$ cat src/rtl/cdb_arbiter.sv
// Common data bus arbiter. Each result producer feeds a small FIFO. A
// round-robin arbiter pops one head per cycle into the registered
// broadcast (cdb_*) outputs.

`ifndef Reg_Lock_Width
`define Reg_Lock_Width 6
`endif
`ifndef Data_Width
`define Data_Width 32
`endif
`ifndef Reg_No_Lock
`define Reg_No_Lock {`Reg_Lock_Width{1'b0}}
`endif

module cdb_arbiter #(
    parameter int unsigned NUM_SRC    = 3,
    parameter int unsigned FIFO_DEPTH = 2
) (
    input  logic                                  clk,
    input  logic                                  rst_n,
    input  logic                                  flush,
    input  logic [NUM_SRC-1:0]                    src_valid,
    input  logic [NUM_SRC*`Reg_Lock_Width-1:0]    src_index,
    input  logic [NUM_SRC*`Data_Width-1:0]        src_result,
    output logic [NUM_SRC-1:0]                    src_stall,
    output logic                                  cdb_valid,
    output logic [`Reg_Lock_Width-1:0]            cdb_index,
    output logic [`Data_Width-1:0]                cdb_result
);

    localparam int unsigned LockW = `Reg_Lock_Width;
    localparam int unsigned DataW = `Data_Width;
    localparam int unsigned PtrW  = (FIFO_DEPTH > 1) ? $clog2(FIFO_DEPTH) : 1;
    localparam int unsigned CntW  = PtrW + 1;
    localparam int unsigned SrcW  = (NUM_SRC > 1) ? $clog2(NUM_SRC) : 1;

    // Entry storage is never reset; occupancy is tracked by the counters alone.
    logic [LockW-1:0] idx_mem  [NUM_SRC][FIFO_DEPTH];
    logic [DataW-1:0] data_mem [NUM_SRC][FIFO_DEPTH];

    logic [CntW-1:0]  cnt_q    [NUM_SRC];
    logic [PtrW-1:0]  rd_ptr_q [NUM_SRC];
    logic [PtrW-1:0]  wr_ptr_q [NUM_SRC];
    logic [SrcW-1:0]  last_grant_q;

    logic [NUM_SRC-1:0] push;
    logic [NUM_SRC-1:0] pop;
    logic               grant_valid;
    logic [SrcW-1:0]    grant_src;
    int                 cand;

    // Stall from registered occupancy only; push qualification per source.
    always_comb begin
        for (int i = 0; i < int'(NUM_SRC); i++) begin
            src_stall[i] = (cnt_q[i] == CntW'(FIFO_DEPTH));
            push[i]      = src_valid[i] && !src_stall[i] && !flush &&
                           (src_index[i*LockW +: LockW] != `Reg_No_Lock);
        end
    end

    // Round-robin search starting one past the last granted source.
    always_comb begin
        grant_valid = 1'b0;
        grant_src   = '0;
        cand        = 0;
        for (int k = 1; k <= int'(NUM_SRC); k++) begin
            cand = (int'(last_grant_q) + k) % int'(NUM_SRC);
            if (!grant_valid && (cnt_q[cand] != '0)) begin
                grant_valid = 1'b1;
                grant_src   = SrcW'(cand);
            end
        end
        for (int i = 0; i < int'(NUM_SRC); i++) begin
            pop[i] = grant_valid && !flush && (grant_src == SrcW'(i));
        end
    end

    // FIFO pointers and occupancy counters.
    always_ff @(posedge clk or negedge rst_n) begin
        if (!rst_n) begin
            for (int i = 0; i < int'(NUM_SRC); i++) begin
                cnt_q[i]    <= '0;
                rd_ptr_q[i] <= '0;
                wr_ptr_q[i] <= '0;
            end
        end else if (flush) begin
            for (int i = 0; i < int'(NUM_SRC); i++) begin
                cnt_q[i]    <= '0;
                rd_ptr_q[i] <= '0;
                wr_ptr_q[i] <= '0;
            end
        end else begin
            for (int i = 0; i < int'(NUM_SRC); i++) begin
                if (push[i]) wr_ptr_q[i] <= wr_ptr_q[i] + PtrW'(1);
                if (pop[i])  rd_ptr_q[i] <= rd_ptr_q[i] + PtrW'(1);
                if (push[i] && !pop[i])      cnt_q[i] <= cnt_q[i] + CntW'(1);
                else if (!push[i] && pop[i]) cnt_q[i] <= cnt_q[i] - CntW'(1);
            end
        end
    end

    // Entry storage writes.
    always_ff @(posedge clk) begin
        for (int i = 0; i < int'(NUM_SRC); i++) begin
            if (push[i]) begin
                idx_mem[i][wr_ptr_q[i]]  <= src_index[i*LockW +: LockW];
                data_mem[i][wr_ptr_q[i]] <= src_result[i*DataW +: DataW];
            end
        end
    end

    // Broadcast registers and round-robin pointer.
    always_ff @(posedge clk or negedge rst_n) begin
        if (!rst_n) begin
            cdb_valid    <= 1'b0;
            cdb_index    <= `Reg_No_Lock;
            cdb_result   <= '0;
            last_grant_q <= SrcW'(NUM_SRC - 1);
        end else if (flush || !grant_valid) begin
            cdb_valid  <= 1'b0;
            cdb_index  <= `Reg_No_Lock;
            cdb_result <= '0;
        end else begin
            cdb_valid    <= 1'b1;
            cdb_index    <= idx_mem[grant_src][rd_ptr_q[grant_src]];
            cdb_result   <= data_mem[grant_src][rd_ptr_q[grant_src]];
            last_grant_q <= grant_src;
        end
    end

endmodule
$ cat config.mk
export PLATFORM = sky130hd
export DESIGN_NAME = cdb_arbiter
export DESIGN_NICKNAME = d
export VERILOG_FILES = /design/src/rtl/cdb_arbiter.sv
export SDC_FILE = /design/constraint.sdc
export NUM_CORES = 1
export LEC_CHECK = 0
export ABC_AREA = 1
export CORE_MARGIN = 2
export CORE_UTILIZATION = 25
export CTS_CLUSTER_SIZE = 24
export DETAILED_ROUTE_END_ITERATION = 6
export GPL_TIMING_DRIVEN = 0
export PLACE_DENSITY = 0.44
export RECOVER_POWER = 25
export SYNTH_ARGS = -nofsm -noshare
export SYNTH_HDL_FRONTEND = slang
export SYNTH_SLANG_ARGS = --single-unit
$ cat constraint.sdc
create_clock -name clk -period 3 [get_ports clk]
set_input_delay 0.3 -clock clk [delete_from_list [all_inputs] [get_ports clk]]
set_output_delay 0.3 -clock clk [all_outputs]
set_load 0.01 [all_outputs]
==> reports/metrics.cfg <==
[status]
status=finished clean

[finish]
fin_nets=1402
final_cell_count_no_fill=1911
areaGrowthSynthToFinish_pct=34.0
final_layout_size_suffix_gt1_frac=0.131
n_fill_cell=4670

[clock_tree]
cts_tree=built
htreeDepth=2
path_clk_slew_ns=0.06
clock_path_buffers=3
clk_latency_ns=0.53
clock-sinks=281
cts_inserted_buffers=35
root_buffer=clkbuf_16

[critical_path]
crit_path_max_fanout=10
path_buf_inv=4
crit_path_max_incr_delay_ns=0.39
start_kind=flip-flop
path_delay_family=simple AND/OR/NAND/NOR gates
path_class=flip-flop to flip-flop
cp-end-kind=flip-flop
worst_path_most_repeated_cell=nand2_1
arrival_ns=3.20
required_ns=3.41
slowest_stage=dfrtp_1
path_cells=inv_1 > ha_1 > inv_2 > o21ai_1 > nand2_1 > nand3_2 > nand3_1 > nor2_1 > nor2_4 > buf_4 > clkbuf_2 > or2_2 > nand2_1 > nand2_1 > nand2_1 > nor2_1

[floorplanning]
die_h_um=221
io_pins=162
die_w_um=221
rows=79
coreArea_mm2=0.0465
initial_utilization=0.252
dieArea_mm2=0.0487

[synth]
synth_nets=1191
synth.most_common_cell=nand2_1
netlist_area_mm2=0.0117
ys_seq_area_frac=0.697
synth_edf_count=228
yosys_warnings=0
synth-seq-cells=281
yosys-top-cells-area=edfxtp_1, dfrtp_1, nand2_1
syn_area_per_cell_um2=11.0
yosys.area.top_type=edfxtp_1
ys.flop_type=edfxtp_1
yosysTopAreaCellShare=0.584
synthTopCellsByCount=nand2_1, edfxtp_1, nand3_1
synthCells=1067
synthDistinctLibCells=27
ys_async_sr_fraction=0.189

[global_routing]
antenna_found_initial=5
grt_pass1_wl_um=53700
grt.total_usage=0.153
grt_overflow_total=0
first_global_vias=8408
grt_start_max_net_pins=42

[sta]
relSlewSlack=0.356
tightest_slew_ns=0.966
fin_ws_ns=0.213
setup_viol=0
period_minus_slack_ns=2.79
slew_viol_final=0
hold_viol=0
final.setup_skew_ns=0.0218
min_period_over_period=0.929
max_freq_mhz=359

[power]
power_mw=20.8
irDropWorstVdd_mv=0.842
leakage_nw=6.28
p_per_area_mw_per_mm2=1320

[drt]
drc=0
vias_per_cell=4.34
ant_nets=0
via_count=8287
drt-total-wl_um=36400
firstDrtPassIters=5
drt_iter0_drc=615
drt-wirelength-per-cell_um=19.0

[place]
dp_hpwl_um=24700
place_ws_ns=-0.0341
io_buffer_count=161
finalWeightedCongestion=0.795
placed_cells=1845

[job]
cap_violations=0

[hold_path]
hold_class=input pin to flip-flop

==> where the power goes <==
group | internal (mW) | total [mW] | switching (mW)
sequential | 4.91 | 5.12 | 0.215
combinational | 3.77 | 11.1 | 7.37
clock | 2.83 | 4.51 | 1.68
total | 11.5 | 20.8 | 9.26
==> repair_timing <==
item | 4_1_cts | 5_1_grt
gates resized for setup | 2 | 47
pin swaps | 0 | 1
hold endpoints to repair | 52 | 0
setup endpoints to repair | 12 | 38
hold buffers | 1 | 0
setup buffers | 0 | 3
cloned | 0 | 0
==> sequential cells by signal (all words and copies together) (netlist names) <==
| name | flops |
|---|---|
| cdb_result | 32 |
| cdb_index | 6 |
| cnt_q | 6 |
| wr_ptr_q | 3 |
| idx_mem | 36 |
| rd_ptr_q | 3 |
| data_mem | 192 |
| last_grant_q | 2 |
| cdb_valid | 1 |
==> layout make-up <==
cell class / count / area (um^2) / share of cell area
Timing Repair Buffer: 175 / 1890 / 0.120
Multi-Input combinational cell: 666 / 3090 / 0.197
Buffer: 52 / 323 / 0.0205
Sequential cell: 281 / 8170 / 0.520
Clock inverter: 19 / 290 / 0.0185
Tap cell: 607 / 759 / 0.0483
Inverter: 67 / 251 / 0.0160
Antenna cell: 1 / 2.50 / 0.000159
Clock buffer: 43 / 936 / 0.0595
==> path summary, 6_finish.rpt <==
check / start / to / slack [ns] / depth (start not counted)
min in group asynchronous: rst_n / cdb_result[31] / 0.46 / 2
min: src_result[44] / data_mem[1][44] / 0.40 / 1
max: last_grant_q[0] / cdb_result[16] / 0.21 / 16
max reg2reg: last_grant_q[0] / cdb_result[16] / 0.21 / 16
max in group asynchronous: rst_n / last_grant_q[1] / 1.72 / 3
min reg2reg: rd_ptr_q[0] / rd_ptr_q[0] / 0.49 / 1
==> layout by cell type (no fill, tap or decap), drive strengths merged, types with 41 or more instances in the layout <==
cell type / n
nand2: 312
edfxtp: 228
nand3: 140
nor2: 102
clkdlybuf4s50: 91
dlygate4sd3: 70
inv: 69
clkbuf: 68
dfrtp: 52
buf: 41
==> through the flow <==
step           setup TNS (ns)  instance area [um^2]  hold WS (ns)  utilization
3_5_place_dp          -0.0764                 14400         0.185        0.310
2_1_floorplan               0                 11700       0.00441            -
3_3_place_gp          -536.57                 14100         0.480        0.304
6_report                    0                 15700         0.404        0.338
4_1_cts                     0                 15600         0.164        0.337
5_1_grt               -0.0232                 15700         0.389        0.338
==> logic make-up (layout without fill, tap and decap cells) <==
family,after synthesis,count (layout),synth area share
buffers and inverters,120,356,0.0445
adders and majority gates,4,4,0.00427
AOI/OAI and AO/OA,19,19,0.00811
and+or+nand+nor,643,643,0.246
other,0,1,0
DFF,281,281,0.697
==> layer usage <==
metal  global-route usage  up-vias  wire length (um)
li1                     -     4011                 -
met1                0.211     3978             16900
met2                0.241      230             16600
met3               0.0318       64              1990
met4               0.0504        4               897
met5                    0        -                27
No activity file was read; power rests on OpenSTA's default activity.
